<file path="src/rtl/booth_mac_ctrl_pkg.sv">
// Shared types and constants for the Booth multiplier sequencer/accumulator.
package booth_mac_ctrl_pkg;

    localparam int OPERAND_W = 4;
    localparam int PRODUCT_W = 8;

    typedef enum logic [1:0] {
        IDLE  = 2'd0,
        ISSUE = 2'd1,
        WAIT  = 2'd2,
        ACCUM = 2'd3
    } state_t;

    // Width needed for a counter that must reach `timeout` (at least one bit).
    function automatic int wait_cnt_width(input int timeout);
        return (timeout < 1) ? 1 : $clog2(timeout + 1);
    endfunction

endpackage

</file>
<file path="src/rtl/booth_mac_ctrl_sat_add.sv">
// Combinational signed saturating adder: ACC_W-bit accumulator plus a
// sign-extended product. The sum is formed one bit wider so both overflow
// directions are visible, then clamped to the ACC_W range.
module booth_mac_ctrl_sat_add
    import booth_mac_ctrl_pkg::*;
#(
    parameter int ACC_W = 12
) (
    input  logic signed [ACC_W-1:0]     acc,
    input  logic signed [PRODUCT_W-1:0] addend,
    output logic signed [ACC_W-1:0]     sum,
    output logic                        ovf
);

    localparam logic signed [ACC_W-1:0] ACC_MAX = {1'b0, {(ACC_W-1){1'b1}}};
    localparam logic signed [ACC_W-1:0] ACC_MIN = {1'b1, {(ACC_W-1){1'b0}}};

    logic signed [ACC_W:0] wide;

    // Add at ACC_W+1 bits; the top two bits disagree exactly when the result
    // left the representable range, and the top bit tells which way.
    always_comb begin
        // NOTE: every variable driven here gets a default first so no path can infer a latch.
        wide = {acc[ACC_W-1], acc}
             + {{(ACC_W + 1 - PRODUCT_W){addend[PRODUCT_W-1]}}, addend};
        sum  = wide[ACC_W-1:0];
        ovf  = 1'b0;
        if (wide[ACC_W] != wide[ACC_W-1]) begin
            ovf = 1'b1;
            sum = wide[ACC_W] ? ACC_MIN : ACC_MAX;
        end
    end

endmodule

</file>
<file path="src/rtl/booth_mac_ctrl.sv">
// Sequencer for a 4x4 signed Booth multiplier: accepts operand pairs over
// valid/ready, pulses mul_start, waits for the product (minimum latency,
// busy, timeout) and folds it into a saturating signed accumulator.
module booth_mac_ctrl
    import booth_mac_ctrl_pkg::*;
#(
    parameter int ACC_W       = 12,
    parameter int MUL_LATENCY = 0,
    parameter int TIMEOUT     = 15,
    parameter int CNT_W       = 8
) (
    input  logic                        clock,
    input  logic                        reset,
    input  logic                        in_valid,
    output logic                        in_ready,
    input  logic signed [OPERAND_W-1:0] multiplicand_in,
    input  logic signed [OPERAND_W-1:0] multiplier_in,
    input  logic                        clear,
    output logic signed [OPERAND_W-1:0] mul_multiplicand,
    output logic signed [OPERAND_W-1:0] mul_multiplier,
    output logic                        mul_start,
    input  logic                        mul_busy,
    input  logic signed [PRODUCT_W-1:0] mul_product,
    output logic signed [ACC_W-1:0]     acc_out,
    output logic                        acc_valid,
    output logic [CNT_W-1:0]            sample_cnt,
    output logic                        overflow,
    output logic                        timeout_err
);

    localparam int WAIT_W = wait_cnt_width(TIMEOUT);

    state_t              state_q;
    state_t              state_d;
    logic [WAIT_W-1:0]   wait_cnt;
    logic                accept;
    logic                sample;
    logic                abort;
    logic                lat_done;
    logic                timed_out;
    logic signed [ACC_W-1:0] acc_base;
    logic signed [ACC_W-1:0] acc_sum;
    logic                    acc_ovf;

    // Compare as signed ints so a zero latency does not produce an
    // always-true unsigned comparison.
    assign lat_done  = (int'(wait_cnt) >= MUL_LATENCY);
    assign timed_out = (int'(wait_cnt) == TIMEOUT);

    // A clear on the sampling edge discards the old total, so the product
    // lands on zero rather than on the previous accumulator value.
    assign acc_base = clear ? '0 : acc_out;

    booth_mac_ctrl_sat_add #(
        .ACC_W (ACC_W)
    ) u_sat_add (
        .acc    (acc_base),
        .addend (mul_product),
        .sum    (acc_sum),
        .ovf    (acc_ovf)
    );

    // State register.
    always_ff @(posedge clock) begin
        // NOTE: sequential state uses non-blocking assignments so every flop sees pre-edge values.
        if (reset) begin
            state_q <= IDLE;
        end else begin
            state_q <= state_d;
        end
    end

    // Next-state decode plus the handshake and pulse outputs, all from state.
    always_comb begin
        state_d   = state_q;
        accept    = 1'b0;
        sample    = 1'b0;
        abort     = 1'b0;
        in_ready  = 1'b0;
        mul_start = 1'b0;
        acc_valid = 1'b0;
        unique case (state_q)
            IDLE: begin
                in_ready = 1'b1;
                if (in_valid) begin
                    accept  = 1'b1;
                    state_d = ISSUE;
                end
            end
            ISSUE: begin
                mul_start = 1'b1;
                state_d   = WAIT;
            end
            WAIT: begin
                if (lat_done && !mul_busy) begin
                    sample  = 1'b1;
                    state_d = ACCUM;
                end else if (timed_out) begin
                    abort   = 1'b1;
                    state_d = IDLE;
                end
            end
            ACCUM: begin
                acc_valid = 1'b1;
                state_d   = IDLE;
            end
            default: begin
                state_d = IDLE;
            end
        endcase
    end

    // Operand capture on accept; the multiplier sees them held until the next accept.
    always_ff @(posedge clock) begin
        if (reset) begin
            mul_multiplicand <= '0;
            mul_multiplier   <= '0;
        end else if (accept) begin
            mul_multiplicand <= multiplicand_in;
            mul_multiplier   <= multiplier_in;
        end
    end

    // Wait counter: zeroed while issuing, counts every WAIT cycle.
    always_ff @(posedge clock) begin
        if (reset) begin
            wait_cnt <= '0;
        end else if (state_q == ISSUE) begin
            wait_cnt <= '0;
        end else if (state_q == WAIT) begin
            wait_cnt <= wait_cnt + WAIT_W'(1);
        end
    end

    // Accumulator, sample counter and sticky flags; clear applies in any state.
    always_ff @(posedge clock) begin
        if (reset) begin
            acc_out    <= '0;
            sample_cnt <= '0;
            overflow   <= 1'b0;
        end else if (sample) begin
            acc_out    <= acc_sum;
            sample_cnt <= (clear ? '0 : sample_cnt) + CNT_W'(1);
            overflow   <= (overflow && !clear) || acc_ovf;
        end else if (clear) begin
            acc_out    <= '0;
            sample_cnt <= '0;
            overflow   <= 1'b0;
        end
    end

    // Timeout flag: set by an aborted wait, dropped by clear.
    always_ff @(posedge clock) begin
        if (reset) begin
            timeout_err <= 1'b0;
        end else if (abort) begin
            timeout_err <= 1'b1;
        end else if (clear) begin
            timeout_err <= 1'b0;
        end
    end

endmodule
</file>
<file path="config.mk">
export PLATFORM = sky130hd
export DESIGN_NAME = booth_mac_ctrl
export DESIGN_NICKNAME = d
export VERILOG_FILES = /design/src/rtl/booth_mac_ctrl_pkg.sv /design/src/rtl/booth_mac_ctrl_sat_add.sv /design/src/rtl/booth_mac_ctrl.sv
export SDC_FILE = /design/constraint.sdc
export NUM_CORES = 1
export LEC_CHECK = 0
export CAP_MARGIN = 10
export CORE_MARGIN = 2
export CORE_UTILIZATION = 32
export CTS_CLUSTER_SIZE = 25
export DETAILED_ROUTE_END_ITERATION = 12
export DONT_BUFFER_PORTS = 1
export GPL_TIMING_DRIVEN = 1
export PLACE_DENSITY = 0.52
export SKIP_CTS_REPAIR_TIMING = 1
export SYNTH_ARGS = -nofsm -noshare
export SYNTH_HDL_FRONTEND = slang
export SYNTH_SLANG_ARGS = --single-unit
</file>
<file path="constraint.sdc">
create_clock -name clock -period 3.1 [get_ports clock]
set_input_delay 0.465 -clock clock [delete_from_list [all_inputs] [get_ports clock]]
set_output_delay 0.465 -clock clock [all_outputs]
set_load 0.005 [all_outputs]
</file>
# --- Word level (Yosys, flattened, before mapping) ---
# Index checks and enable logic that the tools add are counted.
op_classes:
  n_addsub: 3
  n_mul: 0
  div_mod_pow: 0
  n_lt_le_gt_ge: 0
  n_eq_ne: 7
  n_shift: 0
  n_mux: 24
  bitwise_logic: 0
  reduce_logical: 8
op_table:
  columns: ["operator", "count"]
  rows:
  - ["12-bit two-way mux", 4]
  - ["8-bit two-way mux", 2]
  - ["1-bit two-way mux", 14]
  - ["12-bit by 8-bit adder with 13-bit output", 1]
  - ["8-bit by 1-bit adder with 8-bit output (second input constant)", 1]
  - ["2-bit one-hot mux with 4 select lines", 1]
  - ["2-bit two-way mux", 3]
  - ["4-bit by 1-bit adder with 4-bit output (second input constant)", 1]
  - ["2-bit equality test (second input constant)", 2]
  - ["4-bit by 1-bit equality test with 1-bit output (second input constant)", 1]
  - ["2-bit nonzero test", 2]
  - ["3-bit inequality test (second input constant)", 1]
  - ["2-bit by 1-bit equality test with 1-bit output (second input constant)", 1]
  - ["2-bit zero test", 1]
  - ["2-bit inequality test (second input constant)", 1]
  - ["2-bit AND reduction", 1]
  - ["2-bit OR reduction", 1]
  - ["1-bit logical AND", 1]
  - ["1-bit zero test", 1]
  - ["1-bit logical OR", 1]
  - ["1-bit inequality test", 1]
word_totals:
  ff_bits: 36
  latch_bits: 0
  ramBits: 0
  romBits: 0
  in_bits: 21
  out_inout_bits: 33
  wordCells: 50
  mem_count: 0

# --- Logic depth before layout (Yosys ltp) ---
depth:
  ltp_word: 6
  depth_mapped: 10

# --- Cells and area by module ---
# Synthesis repeated with hierarchy kept, for this count alone.
unflattened:
  hier_cells: 269
  area_unflattened_um2: 2278.4
modules_own_cells:
  columns: ["module", "instances", "cells_per_inst", "area_each_um2"]
  rows:
  - ["booth_mac_ctrl", 1, 189, 1602.8]
  - ["booth_mac_ctrl_sat_add", 1, 80, 675.6]

# --- Least setup slack after synthesis ---
# No wires, ideal clock.
synth_path:
  kind: "input-to-reg"
  start: "in clear"
  end: "reg acc_out[5]"
  arrival_time_ps: 2586
  slack_ps: 435
  path_stages: 9
  n_path_buf: 1
  path_cell_list: "clkbuf_1 nor2b_1 ha_1 a21o_1 or2_1 o211a_1 o211a_1 or3_1 a211oi_2"
synth_between:
  elab_chain_len: 5
synth_lines:
  columns: ["element", "line", "rtl"]
  rows:
  - ["start, declared", "booth_mac_ctrl.sv:18", "input logic clear,"]
  - ["12-bit two-way mux (*)", null, null]
  - ["12-bit by 8-bit adder with 13-bit output", "booth_mac_ctrl_sat_add.sv:25", "+ {{(ACC_W + 1 - PRODUCT_W){addend[PRODUCT_W-1]}}, addend};"]
  - ["12-bit two-way mux / 1-bit inequality test (equally long branches)", "booth_mac_ctrl_sat_add.sv:30, booth_mac_ctrl_sat_add.sv:28", null]
  - ["12-bit two-way mux", "booth_mac_ctrl_sat_add.sv:28", "if (wide[ACC_W] != wide[ACC_W-1]) begin"]
  - ["12-bit two-way mux (*)", "booth_mac_ctrl.sv:141", "end else if (sample) begin"]
  - ["end signal, assigned", "booth_mac_ctrl.sv:142", "acc_out <= acc_sum;"]
  - ["end, declared", "booth_mac_ctrl.sv:24", "output logic signed [ACC_W-1:0] acc_out,"]
# Mark *: on every way between the ends. The rest lies on a longest branch, timed or not.
# A chain may end at the register's enable or synchronous reset.

# --- Final worst setup path ---
layout_path:
  start: "reg acc_out[0]"
  end: "reg acc_out[9]"
layout_between:
  elab_chain_len: 5
layout_lines:
  columns: ["element", "line"]
  rows:
  - ["12-bit two-way mux (*)", null]
  - ["12-bit by 8-bit adder with 13-bit output (*)", "booth_mac_ctrl_sat_add.sv:25"]
  - ["12-bit two-way mux / 1-bit inequality test (equally long branches)", "booth_mac_ctrl_sat_add.sv:30, booth_mac_ctrl_sat_add.sv:28"]
  - ["12-bit two-way mux (*)", "booth_mac_ctrl_sat_add.sv:28"]
  - ["12-bit two-way mux (*)", "booth_mac_ctrl.sv:141"]
# Marks and branches as above.

==> flow_metrics.py <==
metrics = {
    "outcome": {
        "status": "complete, no violations",
    },
    "logic_synthesis": {
        "synth-edff-count": 0,
        "synth.avg_cell_area_sq_um": 8.05,
        "synthesis.nets": 314,
        "yosys.cell_types.count": 42,
        "syn_area_sq_um": 2240,
        "ys_dominant_reg_cell": "sky130_fd_sc_hd__dfxtp_1",
        "synth_sequential_area_ratio_pct": 32.2,
        "synth.ff_latch_count": 36,
        "synth.most_common_cell": "sky130_fd_sc_hd__dfxtp_1",
        "synth_top_area_share_pct": 32.2,
        "postSynthCellCount": 278,
        "synth_top_area_cell": "sky130_fd_sc_hd__dfxtp_1",
        "yosysWarnings": 0,
        "postSynth.asyncResetShare_pct": 0,
        "synth.top_cells.by_area": "sky130_fd_sc_hd__dfxtp_1 32%, sky130_fd_sc_hd__ha_1 7.8%, sky130_fd_sc_hd__a21oi_1 5.8%",
        "most_common_library_cells_after_synthesis": "36 x sky130_fd_sc_hd__dfxtp_1, 34 x sky130_fd_sc_hd__nor2_1, 27 x sky130_fd_sc_hd__nand2_1, 26 x sky130_fd_sc_hd__a21oi_1, 18 x sky130_fd_sc_hd__nor2b_1",
    },
    "clocking": {
        "clockBufferDepth": 2,
        "cts_buffers": 5,
        "cts_max_level": 2,
        "latest_clock_arrival_within_the_worst_skew_pair_ns": 0.29,
        "cts_num_sinks": 36,
        "cts_root_buffer": "sky130_fd_sc_hd__clkbuf_8",
        "cts_tree": "built",
        "clkTransAtPathRegs_ns": 0.08,
    },
    "sta": {
        "fin_crit_sh_pct": 89.7,
        "setup_viol": 0,
        "timing.clock.skew_ns": 0.00961,
        "tns_ns": 0,
        "tightest_slew_ns": 0.515,
        "post-route-min-period_ns": 2.78,
        "achievable-frequency_mhz": 360,
        "timing.slew.headroom_pct": 65.7,
        "maxSlewViolCount": 0,
        "rsz0062_at_grt": "false",
        "hold_viol_final": 0,
    },
    "global_route": {
        "wire_length_of_the_first_global_routing_pass_um": 8870,
        "first_global_vias": 1795,
        "global_route.usage.total_pct": 14.7,
        "grt_max_degree": 38,
        "antenna_found_initial": 0,
        "grt_remaining_overflow": 0,
    },
    "critical_path": {
        "timing_worst_setup_path_type": "register to register",
        "crit_family": "compound AO/OA/AOI/OAI gates",
        "end_kind": "register",
        "timing.critical_path.cells": "nor2b_1 -> ha_1 -> inv_1 -> fa_1 -> nand2b_1 -> a21oi_1 -> o21ai_1 -> a211oi_2 -> a221oi_4 -> a211oi_1",
        "max_stage_delay_ns": 0.39,
        "worstPathMaxFanout": 9,
        "critical_path.slowest_cell": "sky130_fd_sc_hd__fa_1",
        "timing.critical_path.arrival_ns": 2.98,
        "worst_setup_path_start_kind": "register",
        "critical_path_buffer_and_inverter_count": 1,
        "worstPathRequired_ns": 3.30,
    },
    "routing": {
        "vias_per_cell": 5.17,
        "drt-pass1-iter-count": 4,
        "ant_nets": 0,
        "avgRoutedWirePerCell_um": 14.8,
        "drt-total-wl_um": 5530,
        "drt_drc_violations_left": 0,
        "total_via_count_after_detailed_routing": 1927,
        "dr.first_iter.drc_count": 92,
    },
    "power_and_ir_drop": {
        "p_sw_uw": 262,
        "clockPowerShare_pct": 35.0,
        "p_per_area_nw_per_um2": 391,
        "total_power_consumption_uw": 948,
        "p_comb_share_pct": 12.4,
        "intPower_uw": 686,
        "static-leakage-power_uw": 0.00101,
        "vdd_drop_max_v": 0.000153,
        "power.share.sequential_pct": 52.6,
        "p_sw_share_pct": 27.7,
    },
    "finish": {
        "layout-area-overhead-vs-synth_pct": 8.28,
        "multi_input_comb_area_sq_um": 1460,
        "fillerInstances": 745,
        "post_route_cells_drive_above_1_share_pct": 5.78,
        "n_antenna_cell": 0,
        "nets": 312,
        "area.sequential_sq_um": 721,
    },
    "floorplan": {
        "rows": 30,
        "die-width_um": 87.6,
        "floorplan.initialDensity_pct": 32.9,
        "floorplan.die_area_sq_um": 7680,
        "number_of_top_level_pins": 54,
        "die_height_um": 87.6,
        "coreArea_sq_um": 6790,
    },
    "placed_design": {
        "io_buffers": 0,
        "place_congestion": 0.794,
        "hpwlAfterDp_um": 4190,
    },
    "worst_hold_path": {
        "min-delay-path-class": "primary input to register",
    },
    "flow_run": {
        "max_cap_violations": 0,
    },
}
## cells by family after synthesis
logic type,count (synthesis),synth area share [%]
AND/OR/NAND/NOR,122,27.0
AO/OA/AOI/OAI,73,22.9
flip-flops,36,32.2
XOR/XNOR,13,5.09
buffers and inverters,16,2.74
adder cells (fa/ha/maj),15,8.72
multiplexers,3,1.40
## area by class of cell
cell class	count	share of cell area [%]
clock buffers	5	2.84
clock inverters	3	0.775
multi-input cells	226	60.3
well taps	96	4.96
flip-flops and latches	36	29.8
repair buffers	2	0.620
inverters	5	0.775
## state kept, by name (all words and copies together) (netlist names)
signal / flops
acc_out: 12
sample_cnt: 8
mul_multiplicand: 4
mul_multiplier: 4
wait_cnt: 4
state_q: 2
overflow: 1
timeout_err: 1
## metal layers
layer	global-route usage [%]	vias to the layer above	wire (um)
met5	0	-	0
met4	4.34	0	75
met3	4.81	7	420
met2	21.9	54	2420
met1	20.2	876	2610
li1	-	990	-
## cells in the final DEF (no fill, tap or decap), drive strengths merged, types with 5 or more instances in the layout
cell,count
xnor2,9
clkbuf,5
nand4,6
nor2,34
ha,14
a211oi,15
nand2b,7
o211a,5
nand2,27
nor2b,18
a21oi,26
dfxtp,36
o21ai,6
nand3,11
inv,5
a21o,8
## final timing paths
path,to,start,slack [ns],cells past startpoint
min reg2reg,mul_multiplicand[3],mul_multiplicand[3],0.47,2
min,mul_multiplicand[2],reset,0.23,1
max,acc_out[9],acc_out[0],0.32,10
max reg2reg,acc_out[9],acc_out[0],0.32,10
## power by group through the flow
stage | Sequential, uW | Clock (uW) | Combinational [uW]
floorplan | 500 | 0 | 111
global placement | 510 | 0 | 118
detailed placement | 510 | 0 | 118
CTS | 499 | 349 | 119
global route | 502 | 372 | 133
finish | 498 | 332 | 118
## through the flow
stage | cell area (sq um) | setup slack (ns) | hold WS, ns | util, % | instances
finish | 2420 | 0.319 | 0.232 | 35.7 | 373
global placement | 2330 | 0.270 | 0.460 | 34.3 | 365
CTS | 2420 | 0.178 | 0.222 | 35.6 | 373
global route | 2420 | 0.0688 | 0.210 | 35.7 | 373
floorplan | 2240 | 0.435 | 0.453 | - | 278
detailed placement | 2330 | 0.122 | 0.463 | 34.3 | 365
Power figures use the tool's default switching activity.
